==> src/rtl/tiny_dnn_prm_loader.sv <==
// tiny_dnn_prm_loader: parameter-load engine for the tiny_dnn core array.
// Consumes a LANES-wide source stream. Group (g) and address (a) counters
// turn it into registered per-core write strobes, an address and data for
// F_NUM cores.
// Optional feature: define TINY_DNN_PRM_ZERO_SKIP_EN to suppress the write
// strobes of beats whose lanes are all zero (the beat is still counted).
module tiny_dnn_prm_loader #(
    parameter int F_NUM  = 16,
    parameter int LANES  = 4,
    parameter int DATA_W = 16,
    parameter int ADDR_W = 10
) (
    input  logic                      clk,
    input  logic                      rst_n,
    input  logic                      start,
    input  logic                      bias_mode,
    input  logic [ADDR_W-1:0]         ks,
    input  logic                      abort,
    input  logic                      src_valid,
    input  logic [LANES*DATA_W-1:0]   src_data,
    input  logic                      src_last,
    output logic                      src_ready,
    input  logic                      prm_stall,
    output logic [F_NUM-1:0]          wr_en,
    output logic [ADDR_W-1:0]         wr_addr,
    output logic [F_NUM*DATA_W-1:0]   wr_data,
    output logic                      wr_bias,
    output logic                      busy,
    output logic                      done,
    output logic                      frame_err
);

    localparam int G   = F_NUM / LANES;
    localparam int G_W = (G > 1) ? $clog2(G) : 1;
    localparam logic [G_W-1:0] G_LAST = G_W'(G - 1);

    typedef enum logic [1:0] {
        IDLE = 2'd0,
        LOAD = 2'd1,
        FIN  = 2'd2
    } state_t;

    state_t            state;
    logic [G_W-1:0]    g;
    logic [ADDR_W-1:0] a;
    logic [ADDR_W-1:0] a_end;
    logic              bias_lat;
    logic              accept;
    logic              last_beat;
    logic [F_NUM-1:0]  en_next;

    assign src_ready = (state == LOAD) & ~prm_stall;
    assign busy      = (state == LOAD);
    assign accept    = src_valid & src_ready;
    assign last_beat = (g == G_LAST) && (a == a_end);

    // Strobe the LANES cores belonging to the current group
    always_comb begin
        en_next = '0;
        for (int unsigned i = 0; i < G; i++) begin
            if (g == G_W'(i)) begin
                en_next[i*LANES +: LANES] = '1;
            end
        end
`ifdef TINY_DNN_PRM_ZERO_SKIP_EN
        if (src_data == '0) begin
            en_next = '0;
        end
`else
`endif
    end

    // Load FSM, counters and registered write outputs
    always_ff @(posedge clk or negedge rst_n) begin
        if (!rst_n) begin
            state     <= IDLE;
            g         <= '0;
            a         <= '0;
            a_end     <= '0;
            bias_lat  <= 1'b0;
            wr_en     <= '0;
            wr_addr   <= '0;
            wr_data   <= '0;
            wr_bias   <= 1'b0;
            done      <= 1'b0;
            frame_err <= 1'b0;
        end else begin
            wr_en <= '0;
            done  <= 1'b0;
            if (abort) begin
                state <= IDLE;
                g     <= '0;
                a     <= '0;
            end else begin
                case (state)
                    IDLE: begin
                        if (start) begin
                            state     <= LOAD;
                            g         <= '0;
                            a         <= '0;
                            a_end     <= bias_mode ? '0 : ks;
                            bias_lat  <= bias_mode;
                            frame_err <= 1'b0;
                        end
                    end
                    LOAD: begin
                        if (accept) begin
                            wr_en   <= en_next;
                            wr_addr <= a;
                            wr_data <= {G{src_data}};
                            wr_bias <= bias_lat;
                            if (src_last != last_beat) begin
                                frame_err <= 1'b1;
                            end
                            if (last_beat) begin
                                state <= FIN;
                                done  <= 1'b1;
                                g     <= '0;
                                a     <= '0;
                            end else if (g == G_LAST) begin
                                g <= '0;
                                a <= a + 1'b1;
                            end else begin
                                g <= g + 1'b1;
                            end
                        end
                    end
                    FIN: begin
                        state <= IDLE;
                    end
                    default: begin
                        state <= IDLE;
                    end
                endcase
            end
        end
    end

endmodule

==> config.mk <==
export PLATFORM = sky130hd
export DESIGN_NAME = tiny_dnn_prm_loader
export DESIGN_NICKNAME = d
export VERILOG_FILES = /design/src/rtl/tiny_dnn_prm_loader.sv
export SDC_FILE = /design/constraint.sdc
export NUM_CORES = 1
export LEC_CHECK = 0
export CAP_MARGIN = 10
export CELL_PAD_IN_SITES_DETAIL_PLACEMENT = 1
export CELL_PAD_IN_SITES_GLOBAL_PLACEMENT = 1
export CORE_MARGIN = 4
export CORE_UTILIZATION = 25
export DETAILED_ROUTE_END_ITERATION = 6
export HOLD_SLACK_MARGIN = 0.12
export PLACE_DENSITY_LB_ADDON = 0.1
export SYNTH_ARGS = -nofsm -noshare
export SYNTH_HDL_FRONTEND = slang
export SYNTH_SLANG_ARGS = --single-unit
export TNS_END_PERCENT = 5
==> constraint.sdc <==
create_clock -name clk -period 1.7 [get_ports clk]
set_clock_uncertainty 0.05 [all_clocks]
set_input_delay 0.51 -clock clk [delete_from_list [all_inputs] [get_ports clk]]
set_output_delay 0.51 -clock clk [all_outputs]
set_load 0.02 [all_outputs]
==> Yosys cells after proc, flatten, opt, wreduce, memory -nomap -nowiden <==
Index checks and enable logic that the tools add are counted.
{ "totals": {"output_inout_bits": 287, "regBits": 310, "inputBits": 82, "word_cells": 74} }
{ "op_classes": {"n_bitwise": 4, "n_addsub": 2, "mux": 33, "n_reduce_logical": 11, "eq_ne": 13} }
{ "op_table": {"columns": ["operator", "count"], "rows": [
  ["$mux 10", 6],
  ["$mux 16", 3],
  ["$pmux 10 s2", 1],
  ["$mux 2", 9],
  ["$mux 4", 4],
  ["$reduce_and 3->1", 4],
  ["$add 10x1->10 const B", 1],
  ["$eq 10x10->1", 1],
  ["$pmux 2 s2", 2],
  ["$mux 1", 7],
  ["$ne 3x2->1 const B", 2],
  ["$reduce_and 5->1", 1],
  ["$eq 2x1->1 const B", 2],
  ["$eq 2x2->1 const B", 2],
  ["$logic_not 2->1", 2],
  ["$ne 2x1->1 const B", 2],
  ["$ne 4x2->1 const B", 1],
  ["$reduce_and 4->1", 1],
  ["$ne 3x3->1 const B", 1],
  ["$reduce_bool 3->1", 1],
  ["$add 2x1->2 const B", 1],
  ["$and 1x1->1", 2],
  ["$ne 2x2->1 const B", 1],
  ["$not 1->1", 2],
  ["other kinds (4)", 4]
]} }

==> Logic depth before layout (Yosys ltp) <==
Gate-level depths: netlist (run 1).
{ "logic_depth": {"word_depth": 6, "depth_mapped": 7, "ltp_nobuf": 6} }

==> Worst setup path after synthesis (run 1) <==
Ideal clock, no wire load.
{ "synth_path": {"kind": "reg-to-reg", "startpoint": "register g[0]", "endpoint": "register a[8]", "n_path_buf": 1, "path_stages_with_launch": 8, "required_time_ps": 1511, "period_less_slack_ps": 1734, "slack_ps": -34, "setup_ps": 139, "arrival_ps": 1545, "path_cell_list": "dfrtp_1 -> ha_1 -> nor2b_1 -> a221oi_4 -> buf_2 -> nor2_1 -> mux2i_1 -> o21ai_0"} }
{ "synth_via": {"elab_chain_cells": 6, "elab_cells_between_ends": 8, "classes_between": "eq/ne: 2; mux: 4; reduce/logical: 2"} }
{ "synth_rtl": {"columns": ["item", "line", "source"], "rows": [
  ["start: declaration", "44", "logic [G_W-1:0] g;"],
  ["start signal: assignment", "124", "g <= g + 1'b1;"],
  ["$eq 2x2->1 (*)", "55, 120", null],
  ["$logic_and 1x1->1", "55", "assign last_beat = (g == G_LAST) && (a == a_end);"],
  ["$mux 10", "115", "if (last_beat) begin"],
  ["$mux 10", "107", "if (accept) begin"],
  ["$pmux 10 s2", "95", "case (state)"],
  ["$mux 10", "90", "if (abort) begin"],
  ["end signal: assignment", "122", "a <= a + 1'b1;"],
  ["end: declaration", "45", "logic [ADDR_W-1:0] a;"]
]} }
Mark *: on every way between the ends. The rest lies on a longest branch, timed or not. The select of a mux whose other input is x is not followed.
A chain may end at the register's enable or synchronous reset.

==> Worst setup path in the final report (run 1) <==
{ "layout_path": {"startpoint": "register state[1]", "endpoint": "register wr_data[211]"} }
{ "layout_via": {"elab_chain_cells": 4} }
{ "layout_rtl": {"columns": ["item", "line", "source"], "rows": [
  ["start: declaration", "43", "state_t state;"],
  ["start signal: assignment", "76", "state <= IDLE;"],
  ["start signal: assignment", "91", "state <= IDLE;"],
  ["start signal: assignment", "98", "state <= LOAD;"],
  ["$eq 2x1->1 (*)", "52, 95", null],
  ["$and 1x1->1", "52", "assign src_ready = (state == LOAD) & ~prm_stall;"],
  ["$and 1x1->1", "54", "assign accept = src_valid & src_ready;"],
  ["$reduce_and 3->1 (no source line) (*)", null, null],
  ["end signal: assignment", "110", "wr_data <= {G{src_data}};"],
  ["end: declaration", "26", "output logic [F_NUM*DATA_W-1:0] wr_data,"]
]} }
Mark *: on every way between the ends. The rest lies on a longest branch, timed or not.

==> results.md, run 1 <==
Floorplan:
- The total area inside the core boundary comes to 24500 sq um.
- For this design the top-level I/O count stands at 369.
- The horizontal extent of the die is between 150 and 200 microns.
- The floorplan has 57 rows.
- The initial core utilization is around a quarter.
- The die covers ~28000 sq um.
- The chip height is roughly 170 microns.

STA:
- After layout, the worst setup slack is -0.0565 ns.
- The fraction of the cycle the final worst path needs is 103%.
- Setup violations remaining at the end of the flow were counted as 86.
- The minimum hold slack is between 0.4 and 0.5 ns.
- The number of max-slew violations in the final report is 0.
- The final hold violation count came to 0.
- The pin slew with the least headroom to its limit is roughly 0.36 ns.
- The minimum clock period after layout is approximately 1.8 ns.
- Measured against its own limit, the worst slew margin works out to about three quarters.
- Timing would allow up to approximately 570 MHz.
- Setup repair after global routing could not meet its margin everywhere.

Placement:
- The HPWL after detailed placement is 14.8 mm.
- At the placement stage, the worst setup path has a slack of -0.615 ns.
- The port buffer count is about 370.
- The weighted congestion reported at the end of routability-driven placement is roughly 0.7.

Global route:
- The first global-routing pass estimated ~29 mm of wire.
- The layer with the highest usage is met2.
- The met2 usage is between 20% and 30%.
- The routing usage on met1 is 13.6%.
- The largest net degree at the start of global routing is 47.
- The initial antenna violation count is 0.
- The total track usage is 12.9%.
- The met3 capacity usage during global routing is ~3.7%.
- The total overflow left after global routing is 0.
- The number of global-route vias before repair was around 4.5k.

Layout:
- Cells with a size suffix above 1 make up 57.4% of the layout.
- Leaving out fill and tap cells, the most frequent cell in the layout is clkbuf_2.
- The area added between synthesis and finish is 43.2%.
- The repair_antennas step left the layout with diodes totalling 0.
- The utilization of the core after routing is between 30% and 40%.
- In the final design database the tool counted slightly above 800 nets.
- The layout has between 2k and 3k filler cells.
- Leaving out fill and tap cells, the most frequent cells in the layout are clkbuf_2 (162), dfrtp_1 (86), clkdlybuf4s15_2 (83), clkdlybuf4s50_1 (77), mux2_4 (70).

Worst setup path:
- For the worst setup path, the data required time is around 1.9 ns.
- The largest individual stage delay along the critical path comes from the cell dfrtp_1.
- The slack of the worst reg-to-reg path is -0.06 ns.
- Of all nets on the critical path, the largest fanout is 8.
- The element type at the critical path start is a register.
- The critical path depth is 7.
- The sum of buffers and inverters on the critical path is 3.
- The number of cells on the worst reg-to-reg path is 7.
- The element type at the critical path end is a register.
- The kind of cell adding the most delay to the critical path is buffers and inverters.
- For this run, the slowest stage of the critical path takes ~0.4 ns.
- The category of the critical setup timing path is register to register.
- The arrival time of the worst setup path is ~1.9 ns.
- The signal on the critical path passes through buf_4, nor2_4, and2_4, nand3b_1, buf_6, clkbuf_16, mux2_4.

Routing:
- In the routed layout, each cell is associated on average with a via count of 3.97.
- The residual antenna-violating net count after detailed routing is 0.
- The vias after detailed routing is around 4.2k.
- For this block, the routed nets add up to 18.8 mm of wire.
- The count of TritonRoute iterations in the first routing pass is 4.
- The remaining design rule violation count is 0.
- The initial detailed-routing violation count is between 60 and 70.
- In the final routed layout, each cell accounts on average for 17.6 microns.

Clock network:
- The tree is rooted in a clkbuf_16.
- The clock-pin transition on the worst setup and hold timing paths is roughly 0.080 ns.
- The later pin in the worst-skew pair is clocked with a latency of roughly 0.35 ns.
- The buffer levels on the longest clock path is 2.
- The number of buffers inserted during clock tree synthesis is 9.
- TritonCTS built the clock tree.
- The clock tree synthesis step divided the H-tree into 3 levels.
- The clock drives about 110 sinks.

Logic synthesis:
- Of the post-synthesis cell area, the part taken by muxes is 18.4%.
- The leading area contributor after synthesis is dfrtp_1.
- The distinct cell type count of the synthesized netlist is 40.
- The synthesized-area fraction occupied by xor and xnor cells is between 1.5 and 2%.
- The synthesized area per cell is about 12 sq um.
- During synthesis, Yosys emitted a total of 0 warnings.
- The complex-gate fraction of the synthesized area is between 3 and 4%.
- By area, the combinational part of the netlist is dominated by buffers and inverters.
- The synthesized-area fraction occupied by adder cells is less than 1%.
- In this run, synthesis inferred 0 flip-flops with an integrated enable.
- The synthesized cell area is about 6300 sq um.
- The main flop type after synthesis is dfrtp_1.
- Synthesis produced 530 cells.
- Summed over its instances, the top area cell type makes up around 42% of the synthesized netlist area.
- In the post-synthesis netlist, the biggest area contributors are dfrtp_1 (42%), buf_4 (24%), mux2_4 (17%), buf_6 (1.8%), xnor2_1 (1.7%).
- The synthesized design contains ~110 register bits.
- The sequential area share after synthesis is approximately 42%.
- When the netlist entered floorplanning its net count stood at between 600 and 700.
- Counting flops with an async set or reset pin after synthesis yields a share of 100%.
- Of the total synthesized cell area, the portion taken by AND, OR, NAND and NOR gates is under 10%.

Power and ir drop:
- The total power per unit cell area is 1230 nW/um^2.
- The worst voltage drop across the vdd grid is between 0.5 and 0.6 mV.
- In this run the static leakage power is 4.45 nW.

Run status:
- The run finished, with violations left.
- The checks that failed: negative setup slack.

Hold path:
- Counting instances, the worst hold path has a depth of 1.
- The class of the tightest hold or removal check is register to register.

Run:
- The number of max-cap violations is 0.
through the flow:
step / setup TNS [ns] / power [mW] / cells / instance area, sq um
floorplan: 0 / 7.79 / 530 / 6260
global placement: -52.70 / 9.83 / 1048 / 9100
detailed placement: -54.71 / 9.90 / 1048 / 9100
CTS: -14.85 / 11.4 / 1065 / 9400
global route: -8.27 / 11.6 / 1069 / 8960
finish: -2.62 / 11.0 / 1069 / 8960
flip-flops by register name, indices dropped and copies added, names as in the netlist:
| name | flops |
|---|---|
| wr_bias | 1 |
| bias_lat | 1 |
| g | 2 |
| frame_err | 1 |
| done | 1 |
| a | 10 |
| wr_data | 64 |
| wr_en | 4 |
| wr_addr | 10 |
| state | 2 |
| a_end | 10 |
kinds of logic (layout without fill, tap and decap cells):
group / Yosys count / count (layout)
buf+inv: 225 / 440
flops: 106 / 106
mux: 79 / 79
simple gates: 72 / 72
compound gates: 31 / 31
xor+xnor: 12 / 12
fa+ha+maj: 5 / 5
routing by layer:
layer / part of all wire [%] / vias to the layer above
li1: - / 1951
met1: 37 / 2120
met2: 56 / 160
met3: 6.0 / 14
met4: 1.2 / 0
met5: 0 / -
worst register-to-register path: stages (launching register included):
cell and delay, ns:
dfrtp_1 0.41, buf_4 0.16, nor2_4 0.09, and2_4 0.15
nand3b_1 0.12, buf_6 0.18, clkbuf_16 0.18, mux2_4 0.29
power by group:
group          internal, mW  switching (mW)  total, mW  leakage (nW)
Sequential             2.98           0.584       3.56          1.33
Combinational          2.17            2.97       5.15          2.97
Clock                  1.30           0.977       2.28         0.153
synth_stat cells (all sizes together) (3+ instances only):
library cell,number
nor2,11
mux2i,3
buf,216
nand2b,12
nand3,4
nor2b,4
o31ai,3
inv,7
nand2,25
o21ai,19
xnor2,12
ha,5
dfrtp,106
mux2,76
nand4,3
final timing paths:
check | from | end
worst min-delay path | wr_addr[9] | wr_addr[9]
worst max-delay path | state[1] | wr_data[211]
max in group asynchronous | rst_n | wr_data[212]
worst min register to register | wr_addr[9] | wr_addr[9]
min in group asynchronous | rst_n | wr_addr[4]
worst max register to register | state[1] | wr_data[211]
repair_timing:
action                                  in CTS  in global routing
setup buffers                                0                  1
endpoints found under the setup margin     383                345
hold buffers                                 1                  0
pin swaps                                    3                  8
hold endpoints to repair                    19                  0
cloned                                       0                  3
resized for setup                          537                328
final cells by class:
class | count | area (sq um) | area share, %
inverters | 7 | 26.3 | 0.293
clock buffers | 10 | 229 | 2.56
repair buffers | 417 | 3500 | 39.1
multi-input cells | 199 | 2030 | 22.7
flip-flops and latches | 106 | 2680 | 29.9
well taps | 324 | 405 | 4.52
clock inverters | 6 | 90.1 | 1.01
(Power assumes the default switching activity.)
==> run 2, diff against run 1 <==
- ABC_CLOCK_PERIOD_IN_PS: not set -> 1700
==> results of run 2 <==
No change in the layout: final DEF, timing and power equal those of run 1.
